<file path="config.mk">
export PLATFORM = sky130hd
export DESIGN_NAME = bcd_sevenseg_scan
export DESIGN_NICKNAME = d
export VERILOG_FILES = /design/src/rtl/bcd_sevenseg_scan_pkg.sv /design/src/rtl/bcd_sevenseg_scan_bcd_to_seg7.sv /design/src/rtl/bcd_sevenseg_scan.sv
export SDC_FILE = /design/constraint.sdc
export NUM_CORES = 1
export LEC_CHECK = 0
export CORE_UTILIZATION = 40
export CTS_BUF_LIST = sky130_fd_sc_hd__clkbuf_4 sky130_fd_sc_hd__clkbuf_8
export DETAILED_ROUTE_END_ITERATION = 16
export GPL_ROUTABILITY_DRIVEN = 0
export PLACE_DENSITY = 0.61
export REMOVE_ABC_BUFFERS = 1
export SYNTH_ARGS = -nofsm -noshare
export SYNTH_HDL_FRONTEND = slang
export SYNTH_SLANG_ARGS = --single-unit
</file>
<file path="constraint.sdc">
create_clock -name clk -period 5.2 [get_ports clk]
set_input_delay 0.78 -clock clk [delete_from_list [all_inputs] [get_ports clk]]
set_output_delay 0.78 -clock clk [all_outputs]
set_load 0.02 [all_outputs]
</file>
<file path="src/rtl/bcd_sevenseg_scan_pkg.sv">
// Shared constants for the seven-segment scanner: active-low segment codes
// ({g,f,e,d,c,b,a}) and the per-slot scan state encoding.
package bcd_sevenseg_scan_pkg;

  localparam logic [6:0] SEG_0     = 7'b1000000;
  localparam logic [6:0] SEG_1     = 7'b1111001;
  localparam logic [6:0] SEG_2     = 7'b0100100;
  localparam logic [6:0] SEG_3     = 7'b0110000;
  localparam logic [6:0] SEG_4     = 7'b0011001;
  localparam logic [6:0] SEG_5     = 7'b0010010;
  localparam logic [6:0] SEG_6     = 7'b0000010;
  localparam logic [6:0] SEG_7     = 7'b1111000;
  localparam logic [6:0] SEG_8     = 7'b0000000;
  localparam logic [6:0] SEG_9     = 7'b0010000;
  localparam logic [6:0] SEG_MINUS = 7'b0111111;
  localparam logic [6:0] SEG_BLANK = 7'b1111111;
  localparam logic [6:0] SEG_E     = 7'b0000110;

  typedef enum logic {
    GUARD = 1'b0,
    DRIVE = 1'b1
  } scan_state_t;

endpackage

</file>
<file path="src/rtl/bcd_sevenseg_scan_bcd_to_seg7.sv">
// Combinational BCD nibble to active-low seven-segment decoder; any nibble
// above 9 shows "E" so a corrupted converter word is visible on the display.
module bcd_to_seg7
  import bcd_sevenseg_scan_pkg::*;
(
  input  logic [3:0] nibble,
  output logic [6:0] pattern
);

  always_comb begin
    pattern = SEG_E;
    case (nibble)
      4'd0:    pattern = SEG_0;
      4'd1:    pattern = SEG_1;
      4'd2:    pattern = SEG_2;
      4'd3:    pattern = SEG_3;
      4'd4:    pattern = SEG_4;
      4'd5:    pattern = SEG_5;
      4'd6:    pattern = SEG_6;
      4'd7:    pattern = SEG_7;
      4'd8:    pattern = SEG_8;
      4'd9:    pattern = SEG_9;
      default: pattern = SEG_E;
    endcase
  end

endmodule

</file>
<file path="src/rtl/bcd_sevenseg_scan.sv">
// Captures a BCD word on the converter's ready strobe and scans it onto a
// common-anode display with leading-zero blanking, sign digit and anode guard.
module bcd_sevenseg_scan
  import bcd_sevenseg_scan_pkg::*;
#(
  parameter int BCD_DIGITS   = 4,
  parameter int REFRESH_DIV  = 100000,
  parameter int GUARD_CYCLES = 500
) (
  input  logic                    clk,
  input  logic                    reset,
  input  logic [BCD_DIGITS*4-1:0] bcd,
  input  logic                    bcd_ready,
  input  logic                    negative,
  input  logic                    blank_lz,
  output logic [BCD_DIGITS-1:0]   an,
  output logic [6:0]              seg,
  output logic                    sign_lost
);

  localparam int CNT_W = (REFRESH_DIV > 1) ? $clog2(REFRESH_DIV) : 1;
  localparam int IDX_W = (BCD_DIGITS > 1) ? $clog2(BCD_DIGITS) : 1;
  localparam logic [CNT_W-1:0] CNT_LAST  = CNT_W'(REFRESH_DIV - 1);
  localparam logic [CNT_W-1:0] CNT_GUARD = CNT_W'(GUARD_CYCLES);
  localparam logic [IDX_W-1:0] IDX_LAST  = IDX_W'(BCD_DIGITS - 1);

  logic [BCD_DIGITS*4-1:0] held_word;
  logic                    held_sign;
  logic [CNT_W-1:0]        cnt, cnt_next;
  logic [IDX_W-1:0]        idx, idx_next;
  logic                    cnt_wrap;
  scan_state_t             state, state_next;
  logic                    load_drive, go_guard;

  logic [3:0]              digit [BCD_DIGITS];
  logic [BCD_DIGITS-1:0]   blank, minus_pos, an_sel;
  logic [3:0]              digit_sel;
  logic [6:0]              dec_pattern, pattern_next;
  logic                    sign_lost_next;

  always_ff @(posedge clk or negedge reset) begin
    if (!reset) begin
      held_word <= '0;
      held_sign <= 1'b0;
    end else if (bcd_ready) begin
      held_word <= bcd;
      held_sign <= negative;
    end
  end

  always_comb begin
    cnt_wrap = (cnt == CNT_LAST);
    cnt_next = cnt_wrap ? '0 : cnt + 1'b1;
    idx_next = idx;
    if (cnt_wrap) idx_next = (idx == IDX_LAST) ? '0 : idx + 1'b1;
  end

  always_ff @(posedge clk or negedge reset) begin
    if (!reset) begin
      cnt   <= '0;
      idx   <= '0;
      state <= GUARD;
    end else begin
      cnt   <= cnt_next;
      idx   <= idx_next;
      state <= state_next;
    end
  end

  // Entry into DRIVE is decided from the next count so the registered anode
  // goes low on exactly the cycle the counter reads GUARD_CYCLES.
  always_comb begin
    state_next = state;
    load_drive = 1'b0;
    go_guard   = 1'b0;
    case (state)
      GUARD: begin
        if (cnt_next == CNT_GUARD) begin
          state_next = DRIVE;
          load_drive = 1'b1;
        end
      end
      DRIVE: begin
        if (cnt_wrap) begin
          if (CNT_GUARD == '0) begin
            load_drive = 1'b1;
          end else begin
            state_next = GUARD;
            go_guard   = 1'b1;
          end
        end
      end
      default: state_next = GUARD;
    endcase
  end

  always_comb begin
    for (int i = 0; i < BCD_DIGITS; i++) digit[i] = held_word[i*4 +: 4];
  end

  // Blanked digits form a contiguous run from the top; the minus sign takes
  // the lowest position of that run.
  always_comb begin
    logic zero_above;
    zero_above = 1'b1;
    blank      = '0;
    minus_pos  = '0;
    for (int i = BCD_DIGITS - 1; i >= 0; i--) begin
      zero_above = zero_above && (digit[i] == 4'd0);
      blank[i]   = blank_lz && (i > 0) && zero_above;
    end
    for (int i = 1; i < BCD_DIGITS; i++) minus_pos[i] = blank[i] && !blank[i-1];
    sign_lost_next = held_sign && !(|blank);
  end

  assign digit_sel = digit[idx_next];

  bcd_to_seg7 u_dec (
    .nibble  (digit_sel),
    .pattern (dec_pattern)
  );

  always_comb begin
    pattern_next = dec_pattern;
    if (held_sign && minus_pos[idx_next]) pattern_next = SEG_MINUS;
    else if (blank[idx_next])             pattern_next = SEG_BLANK;
    an_sel           = '1;
    an_sel[idx_next] = 1'b0;
  end

  always_ff @(posedge clk or negedge reset) begin
    if (!reset) begin
      an        <= '1;
      seg       <= SEG_BLANK;
      sign_lost <= 1'b0;
    end else begin
      sign_lost <= sign_lost_next;
      if (load_drive) begin
        an  <= an_sel;
        seg <= pattern_next;
      end else if (go_guard) begin
        an  <= '1;
        seg <= SEG_BLANK;
      end
    end
  end

endmodule

</file>
==> reports/results.txt, run 1 <==
In this run, synthesis produced a sequential element count of 49. The total setup violations reported at the end of the flow was 0. Dominant synthesized flop cell: dfrtp_1.

The logs give 0 for the number of buffers inserted for hold repair after clock tree synthesis and 342 for the final net count. The number of endpoints with negative hold slack in the final report came out at 0. In this run the worst path has a maximum fanout of 13. The critical path in this run is classified as flop to flop.

The worst relative slew slack came out at 28.1%. Across the VDD grid, the largest voltage drop is 140 uV. The logs give 49 for the CTS sink count and 2 for the depth of the CTS H-tree. Between clock sinks in the finished design, the worst skew comes to 0.00835 ns. The via count of the first global-routing pass came out at 2,189.

The register area share after synthesis is 43.2%, and the final instance count without filler cells is 411. For the overall track demand over capacity in global routing, the log shows 17.9%. Post-CTS repair changed the size of 0 cells. The die covers 0.00752 mm^2. The root buffer cell chosen for the clock tree is clkbuf_8.

The average wire length per cell after detail routing was 15.2 um; the die span in y was 86.7 um. For this run, design rule violations remaining after detail routing come to 0. The worst hold path belongs to the class flop to flop. The tools report the total half-perimeter wirelength after legalization and detailed placement as 4480 um.

At the worst endpoint, the required time is 5.45 ns. The max-slew violation total from the final report came out at 0. The width of the chip was 86.7 um. For this block, the initial DRC count from the detailed router was 101. The endpoint type of the worst setup path was a flop. The power per cell area was 231 mW/mm^2; the count of buffers inserted at the top-level ports was 32. In the routed layout, each cell is associated on average with a via count of 5.40.

Once detail routing completed, the nets flagged for antenna violations numbered 0. The maximum clock path buffer count was 2. In this run the worst setup path begins at cnt[0].

For the placeable core area, the log shows 0.00687 mm^2. The startpoint of the worst-slack reg-to-reg timing path was cnt[0]. The run gives 0.00287 mm^2 as the post-synthesis instance area. The async set-or-reset flop fraction in the synthesized netlist was 100%. The worst path needs 3.81 ns of the cycle, external delays included.

The startpoint class of the critical path was a flop. The clock slew at the register clock pins of the worst setup and hold paths was 0.09 ns. Global routing finished with a remaining overflow of 0. The initialized floorplan defines 30 standard-cell rows. The synthesized netlist contains 62 unique library cells. For this block, the routed nets add up to 6230 um of wire.

Relative to the synthesized area, the layout overhead comes to 15.8%. The share of the clock period used by the worst path came out at 73.2%. Dividing the synthesized area by the synthesized cell count gives 9.87 um^2. The initial cell density of the core is 41.8%. The achievable frequency was 263 MHz. The count of mapped cells out of synthesis is 291. TritonCTS built the clock tree.

For the post-route total power, the log shows 767 uW. The flow ran to the end, and the final reports show no timing, DRC or antenna violations. The Yosys step of the flow raised 0 warnings.

The first global-routing pass estimated 10,500 um of wire. Startpoint of the tightest hold check path: seg[1]. The tools report the number of search-and-repair iterations in the first detailed-routing pass as 4. Data arrives at the worst endpoint at 4.06 ns. The cell total after placement came out at 403. The post-route netlist has 15.2% of its cells at a drive strength greater than 1. At the pin with the least slew margin, the transition time is 1.08 ns. Pin count of the biggest net entering global routing: 50. The logs give 1.34 nW for the total leakage power and 0 for the number of max-cap violations.

For the setup total negative slack, the log shows 0 ns. The count of flip-flops with a built-in enable after synthesis is 0, and the total number of vias is 2,221. 33 I/O pins were placed. Setup repair after global routing left no endpoint under its margin.

The clock reaches the later pin of the worst-skew pair after 0.30 ns. Antenna diode count: 0. For the number of setup buffers added after CTS, the log shows 0.

TritonCTS created 5 clock buffers. The initial antenna violation count came out at 0.
[power breakdown]
| group | switching [mW] | leakage (nW) | internal (mW) |
|---|---|---|---|
| logic | 0.0360 | 0.693 | 0.0416 |
| clock network | 0.130 | 0.0588 | 0.150 |
| registers | 0.0137 | 0.591 | 0.395 |
| total | 0.180 | 1.34 | 0.587 |
[path summary, 6_finish.rpt]
kind | slack, ns | end | cells after the start
worst min register to register | 0.51 | seg[1] | 2
worst max-delay path | 1.39 | seg[4] | 13
worst max register to register | 1.39 | seg[4] | 13
max in group asynchronous | 3.86 | held_word[5] | 1
worst min-delay path | 0.51 | seg[1] | 2
min in group asynchronous | 0.67 | cnt[12] | 1
[logic make-up after synthesis]
logic type,count (synthesis),synth area share [%]
DFF,49,43.2
muxes,20,7.80
AOI/OAI and AO/OA,62,15.9
adders and majority gates,7,3.05
xor gates and xnor gates,13,3.97
buffers and inverters,25,4.57
and+or+nand+nor,115,21.6
[routing by layer]
metal / routed length, um / GRT usage [%] / share of wire [%]
met1: 2950 / 23.9 / 47
met5: 0 / 0 / 0
met4: 49 / 4.39 / 0.79
met3: 172 / 2.86 / 2.8
met2: 3050 / 30.4 / 49
[metrics by stage]
| step | worst slack (ns) | util (%) | hold slack, ns | cell area, um^2 |
|---|---|---|---|---|
| after floorplan | 2.09 | - | 0.462 | 2770 |
| after global placement | 1.71 | 46.7 | 0.492 | 3210 |
| after detailed placement | 1.47 | 46.7 | 0.495 | 3210 |
| after CTS | 1.44 | 48.4 | 0.513 | 3320 |
| after global routing | 0.978 | 48.4 | 0.531 | 3320 |
| final | 1.39 | 48.4 | 0.507 | 3320 |
[flip-flops by register name, summed over array words and instances, names as in the netlist]
register,cells
state,1
held_sign,1
sign_lost,1
an,4
idx,2
seg,7
cnt,17
held_word,16
[area by class of cell]
cell class / instances / area, um^2
timing repair buffer: 32 / 315
inverter: 9 / 33.8
multi-input combinational: 217 / 1500
clock inverter: 2 / 38.8
sequential: 49 / 1240
tap: 96 / 120
clock buffer: 6 / 76.3
fill: 661 / 3540
[Yosys cell counts, types with 4 or more instances]
cell,instances,area (um^2)
inv_1,9,33.8
ha_1,7,87.6
mux2_2,19,214
clkbuf_1,4,15.0
xnor2_1,5,43.8
a21oi_1,16,80.1
nand2b_1,5,31.3
xor2_1,8,70.1
and2_1,5,31.3
nor4_1,7,43.8
buf_2,5,25.0
nand3_1,11,55.1
or3_1,4,25.0
nor2_1,30,113
nand4_1,5,31.3
nand2_1,20,75.1
a211oi_1,5,37.5
nor2b_1,5,31.3
dfrtp_1,38,951
o21ai_0,10,50.1
dfstp_2,11,289
[placed cells by master, fill, tap and decap left out, drive strengths merged, types with 9 or more instances in the layout]
master / netlist / final
dfrtp: 38 / 38
clkdlybuf4s50: 0 / 31
nor2: 31 / 31
nand2: 20 / 20
mux2: 19 / 19
a21oi: 17 / 17
nand3: 11 / 11
dfstp: 11 / 11
o21ai: 10 / 10
inv: 9 / 9
[worst max-delay path, stage by stage (launching register included)]
cell and delay, ns:
dfrtp_1 0.44, ha_1 0.31, and4_1 0.52, nand4_1 0.43
nor4_1 0.53, nor2_2 0.14, inv_1 0.19, or3_1 0.16
o211a_1 0.21, inv_1 0.10, ha_1 0.20, or2_0 0.22
a31oi_1 0.17, o22a_1 0.14
Power figures use the tool's default switching activity.
==> run 2, diff against run 1 <==
Settings changed: PLACE_DENSITY 0.61 to 0.63.
Clock period 5.2 ns to 3.42 ns, I/O delays scaled along.
==> run 2 against run 1 <==
  * First-iteration DRC count decreased by 12%
  * Hold slack worse by 0.17 ns
  * Via count increased by 1.4%
  * Clock skew about the same
  * Fmax up 18%
  * Design area grew 2.4%
  * Sequential cell count unchanged
  * Routed wire length grew 0.59%
  * Sequential share of layout area shrank 0.83 points
  * Largest cell class unchanged
==> reports/results.txt, run 2 (synthesis gave the netlist of run 1 again) <==
The number of endpoints with negative hold slack in the final report was 0 (unchanged); the power per cell area was 345 mW/mm^2 (was 231 mW/mm^2). The count of buffers inserted at the top-level ports is 32 (unchanged). The logs give 255 uV (was 140 uV) for the worst supply voltage drop on vdd and 0 (unchanged) for the number of buffers inserted for hold repair after clock tree synthesis. The cell-internal power was 894 uW (was 587 uW); the pin count of the biggest net entering global routing was 42 (was 50). The classification of the worst-slack hold path is primary input to async pin (was flop to flop).

Commonest cells after routing, fill and taps aside: dfrtp_1, clkdlybuf4s50_1, nor2_1, nand2_1, mux2_2 (unchanged). The logs give 18.2% (was 17.9%) for the overall track demand over capacity in global routing and 654 (was 661) for the count of filler cells inserted in the layout. Largest registers: cnt x17, held_word x16, seg x7 (unchanged). The actual transition at the worst max-transition pin works out to 0.925 ns (was 1.08 ns). The total half-perimeter wirelength after legalization and detailed placement is 4600 um (was 4480 um). The tools report the initial cell density of the core as 41.8% (unchanged). The utilization after layout was 49.5% (was 48.4%).

The tools report the power share of the sequential group as 52.9% (was 53.4%). Width of the chip: 86.7 um (unchanged). The die span in y is 86.7 um (unchanged), and the remaining routing DRC violations is 0 (unchanged). The clock slew at the register clock pins of the worst setup and hold paths came out at 0.10 ns (was 0.09 ns).

For the critical path arrival, the log shows 3.47 ns (was 4.06 ns). The share of total power in combinational logic came out at 10.1% (about the same). The number of max-cap violations came out at 0 (unchanged).

The time the worst path needs with I/O delays and setup is 3.22 ns (was 3.81 ns), and the final worst clock skew is 0.00799 ns (was 0.00835 ns). For the final net count, the log shows 352 (was 342). Endpoint of the worst register-to-register path: seg[3] (was seg[4]). Fraction of power spent switching nets: 23.9% (was 23.5%). Share of power burned in the clock network: 37.0% (was 36.5%). Cell total after placement: 412 (was 403). The overflow left after global routing came out at 0 (unchanged).

The clock insertion delay at the later pin of the skew report is 0.31 ns (was 0.30 ns), and the max-slew violation total from the final report is 0 (unchanged). For the final instance count without filler cells, the log shows 421 (was 411). The number of routed nets with antenna violations was 0 (unchanged); the placeable core area was 0.00687 mm^2 (unchanged).

The average wire length per cell after detail routing came out at 14.9 um (was 15.2 um). The tools report the number of top-level pins as 33 (unchanged). For the CTS sink count, the log shows 49 (unchanged).

The floorplan die area was 0.00752 mm^2 (unchanged); the worst relative slew slack was 38.3% (was 28.1%). The first-pass GRT wire length was 10,500 um (about the same); the antenna diode count was 0 (unchanged). The tools report the root buffer selected by CTS as clkbuf_8 (unchanged). The most common cell after layout, fill and taps aside was dfrtp_1 (unchanged). The endpoint type of the worst setup path was a flop (unchanged).

The layout cell share with drive strength beyond 1 is 18.8% (was 15.2%), and the required time of the critical path is 3.67 ns (was 5.45 ns). The depth of the worst register-to-register path was 11 (was 13). The destination of the critical timing path is seg[3] (was seg[4]). The startpoint of the most critical setup path is cnt[6] (was cnt[0]). Number of design-rule violations left by the first detailed-router iteration: 89 (was 101).

The largest fanout on the critical path is 9 (was 13). The maximum clock path buffer count was 2 (unchanged); the placement row count was 30 (unchanged). The tools report the total leakage power as 1.39 nW (was 1.34 nW).

Depth of the CTS H-tree: 2 (unchanged). The tightest hold margin is 0.333 ns (was 0.507 ns). Register ranked first by flip-flop count: cnt (unchanged). The setup total negative slack came out at 0 ns (unchanged). The area added between synthesis and finish was 18.5% (was 15.8%); the area used by multi-input combinational logic was 0.00150 mm^2 (about the same). For the via count of the first global-routing pass, the log shows 2,146 (was 2,189).

The flip-flop count of the largest register after layout is 17 (unchanged). The logs give 310 MHz (was 263 MHz) for the achievable frequency and 0 (unchanged) for the initial antenna violation count. The run gives 0.20 ns (was 1.39 ns) as the slack of the worst reg-to-reg path. The share of the clock period used by the worst path was 94.3% (was 73.2%); the total number of vias was 2,253 (was 2,221). The number of search-and-repair iterations in the first detailed-routing pass is 4 (unchanged).

TritonCTS built the clock tree. The per-cell via count in the routed design is 5.35 (was 5.40), and the routed wire length is 6270 um (was 6230 um). The TritonCTS buffer count was 5 (unchanged); the switching power was 281 uW (was 180 uW). Startpoint class of the critical path: a flop (unchanged). The total setup violations reported at the end of the flow was 0 (unchanged).

The sequential cell area came out at 0.00124 mm^2 (about the same). Critical path start-end classification: flop to flop (unchanged). The startpoint of the worst-slack reg-to-reg timing path was cnt[6] (was cnt[0]). The run finished with clean final reports.
-- run 2: cell types whose count changed in the layout (fill, tap and decap cells not counted), sizes merged --
| cell | before | now |
|---|---|---|
| buf | 1 | 11 |
| inv | 9 | 10 |
| clkinv | 1 | 0 |
-- run 2: worst max-delay path: stages (launching register included) --
cell	delay [ns]
dfrtp_2	0.47
or4b_1	0.57
nor4_4	0.34
a21boi_1	0.17
nor2_2	0.21
inv_1	0.14
or3_1	0.35
o211a_1	0.17
ha_1	0.28
or2_1	0.24
a21oi_1	0.17
nor2_1	0.06
-- run 2: area by class of cell --
type	count	area share [%]
timing repair buffer	42	11.5
multi-input combinational	217	44.2
sequential	49	36.5
clock inverter	2	1.14
clock buffer	6	2.24
tap	96	3.53
inverter	9	0.993
-- run 2: power by group through the flow --
stage               logic [mW]  clock network [mW]  registers [mW]
floorplan               0.0655                   0           0.626
global placement         0.119                   0           0.632
detailed placement       0.121                   0           0.632
CTS                      0.121               0.447           0.622
global route             0.134               0.471           0.625
finish                   0.119               0.435           0.622
-- run 2: per-layer routing --
metal  global-route usage [%]  part of all wire, %
met2                     29.9                   47
met1                     24.0                   48
met5                        0                    0
met3                     3.81                  3.6
met4                     6.21                  1.7
-- run 2: timing repair --
action,4_1_cts,5_1_grt
gates resized for setup,0,3
setup buffers,0,1
endpoints found under the setup margin,0,1
-- run 2: per-stage QoR --
stage	cell area [um^2]	power, mW	setup slack (ns)
after floorplan	2770	0.692	0.315
after CTS	3390	1.19	0.211
after detailed placement	3280	0.753	0.221
final	3400	1.18	0.196
after global routing	3400	1.23	-0.00255
after global placement	3280	0.751	0.290
-- run 2: worst min-delay path by stage --
stage,end,cells past startpoint,start
6_report,held_word[3],1,reset
5_1_grt,held_word[3],1,reset
4_1_cts,held_word[3],1,reset
3_5_place_dp,an[3],2,an[3]
3_3_place_gp,seg[2],2,seg[2]
2_1_floorplan,cnt[0],0,reset
==> run 3, diff against run 2 <==
Settings changed: CAP_MARGIN from default to 20, REMOVE_ABC_BUFFERS 1 to default, SETUP_SLACK_MARGIN from default to 0.1.
==> run 3 against run 2 <==
  * Non-clock buffer count is 2 higher
  * Largest power group unchanged
  * Largest cell class unchanged
  * Sequential share of layout area is 0.19 points lower
  * Utilization is 0.31 points higher
  * Design area is 0.62% higher
==> reports/results.txt, run 3 (synthesis gave the netlist of run 1 again) <==
The setup total negative slack was 0 ns (unchanged). TritonCTS built the clock tree. Final worst clock skew: 0.0118 ns (was 0.00799 ns). The logs give 0 (unchanged) for the antenna diode count and 412 (unchanged) for the cell total after placement. The depth of the CTS H-tree was 2 (unchanged). Total leakage power: 1.40 nW (was 1.39 nW). First-pass GRT wire length: 10,600 um (was 10,500 um).

The total setup violations reported at the end of the flow is 0 (unchanged). Commonest cells after routing, fill and taps aside: dfrtp_1, clkdlybuf4s50_1, nor2_1, nand2_1, mux2_2 (unchanged). The run gives 0 (unchanged) as the number of routed nets with antenna violations. Critical path arrival: 3.40 ns (was 3.47 ns). The tools report the pin count of the biggest net entering global routing as 50 (was 42). The tools report the initial cell density of the core as 41.8% (unchanged). For the met2 track utilization from global routing, the log shows 32.0% (was 29.9%). The setup slack after placement was 0.192 ns (was 0.221 ns); the total number of vias was 2,251 (was 2,253).

The average wire length per cell after detail routing came out at 14.6 um (was 14.9 um). The placeable core area was 0.00687 mm^2 (unchanged); the number of design-rule violations left by the first detailed-router iteration was 85 (was 89). Number of top-level pins: 33 (unchanged). The number of nets handed over by synthesis was 319. The tools report the post-layout worst setup margin as 0.273 ns (was 0.196 ns).

The layout cell share with drive strength beyond 1 is 20.2% (was 18.8%), and the CTS sink count is 49 (unchanged). The flip-flop count of the largest register after layout came out at 17 (unchanged). Placement row count: 30 (unchanged). The final design area excluding fillers was 0.00342 mm^2 (was 0.00340 mm^2).

The power per cell area is 328 mW/mm^2 (was 345 mW/mm^2). The via count of the first global-routing pass is 2,199 (was 2,146), and the overall track demand over capacity in global routing is 18.1% (was 18.2%). The critical path start-end classification is flop to flop (unchanged). The clock insertion delay at the later pin of the skew report is 0.32 ns (was 0.31 ns). The worst relative slew slack is 43.6% (was 38.3%). For the worst supply voltage drop on vdd, the log shows 199 uV (was 255 uV). Startpoint class of the critical path: a flop (unchanged). Initial antenna violation count: 0 (unchanged). The met3 routing resource usage after global routing came out at 2.95% (was 3.81%).

The max-slew violation total from the final report is 0 (unchanged). The routed wire length is 6180 um (was 6270 um), and the time the worst path needs with I/O delays and setup is 3.15 ns (was 3.22 ns). The most common cell after layout, fill and taps aside is dfrtp_1 (unchanged). The logs give 3.68 ns (was 3.67 ns) for the required time of the critical path and 0 (unchanged) for the number of endpoints with negative hold slack in the final report.

The classification of the worst-slack hold path is primary input to async pin (unchanged). The area added between synthesis and finish is 19.3% (was 18.5%), and the count of filler cells inserted in the layout is 650 (was 654). For the tightest hold margin, the log shows 0.0589 ns (was 0.333 ns).

The global-route track usage on met1 is 23.2% (was 24.0%), and the achievable frequency is 318 MHz (was 310 MHz). The run gives 5 (unchanged) as the TritonCTS buffer count. Crit path cell chain: or4b_1, nor4_4, buf_4, and3_2, nor2_2, or3_1, o211a_1, ha_1, or2_1, a21oi_1, nor2_1 (was or4b_1, nor4_4, a21boi_1, nor2_2, inv_1, or3_1, o211a_1, ha_1, or2_1, a21oi_1, nor2_1).

Area used by multi-input combinational logic: 0.00151 mm^2 (was 0.00150 mm^2). The largest fanout on the critical path was 9 (unchanged). The stage delay of the slowest cell on the critical path works out to 0.57 ns (about the same).

The tools report the endpoint type of the worst setup path as a flop (unchanged). The run gives 423 (was 421) as the final instance count without filler cells. The remaining routing DRC violations was 0 (unchanged). Largest registers: cnt x17, held_word x16, seg x7 (unchanged).

Clock slew at the register clock pins of the worst setup and hold paths: 0.10 ns (about the same). The root buffer selected by CTS was clkbuf_8 (unchanged). The slowest cell on the critical path was or4b_1 (unchanged). The actual transition at the worst max-transition pin works out to 0.838 ns (was 0.925 ns). The routing layer with the top usage in global route is met2 (unchanged). For the overflow left after global routing, the log shows 0 (unchanged).

The number of search-and-repair iterations in the first detailed-routing pass was 4 (unchanged); the utilization after layout was 49.9% (was 49.5%). The count of buffers inserted at the top-level ports was 32 (unchanged); the post-route total power was 1.12 mW (was 1.18 mW). The total half-perimeter wirelength after legalization and detailed placement is 4500 um (was 4600 um). The per-cell via count in the routed design works out to 5.32 (was 5.35). The share of the clock period used by the worst path works out to 92.0% (was 94.3%). The register ranked first by flip-flop count is cnt (unchanged). The sequential cell area is 0.00124 mm^2 (about the same). The family with the most delay on the worst path was simple AND/OR/NAND/NOR gates (unchanged). For the maximum clock path buffer count, the log shows 2 (unchanged). The number of max-cap violations is 0 (unchanged), and the floorplan die area is 0.00752 mm^2 (unchanged). The flow ran to the end, and the final reports show no timing, DRC or antenna violations.

The width of the chip is 86.7 um (unchanged), and the final net count is 354 (was 352). Setup repair after global routing left no endpoint under its margin. For the instance area at placement, the log shows 0.00328 mm^2 (unchanged). The die span in y came out at 86.7 um (unchanged). The number of buffer and inverter stages on the critical path is 1 (unchanged).
-- run 3: path summary, 6_finish.rpt --
kind | start | slack (ns) | endpoint | cells past startpoint
worst max-delay path | cnt[6] | 0.27 | seg[3] | 11
max in group asynchronous | reset | 2.81 | an[1] | 2
worst min register to register | seg[5] | 0.51 | seg[5] | 2
min in group clk | seg[5] | 0.51 | seg[5] | 2
worst max register to register | cnt[6] | 0.27 | seg[3] | 11
worst min-delay path | reset | 0.06 | cnt[6] | 1
-- run 3: final cells by class --
class,instances,share of cell area [%]
multi-input cells,217,44.1
flip-flops and latches,49,36.3
repair buffers,44,12.2
well taps,96,3.51
clock buffers,6,2.41
inverters,9,0.986
clock inverters,2,0.512
-- run 3: repair_timing --
item	in CTS	in global routing
endpoints found under the setup margin	0	9
resized for setup	0	6
hold buffers	0	0
setup buffers	0	2
-- run 3: power breakdown --
part | switching [mW] | internal (mW)
Clock | 0.213 | 0.168
Combinational | 0.0552 | 0.0663
Sequential | 0.0202 | 0.601
-- run 3: routing by layer --
metal	up-vias	wire length, um
li1	1118	-
met1	1076	2960
met2	50	2970
met3	7	194
met4	0	55
met5	-	0
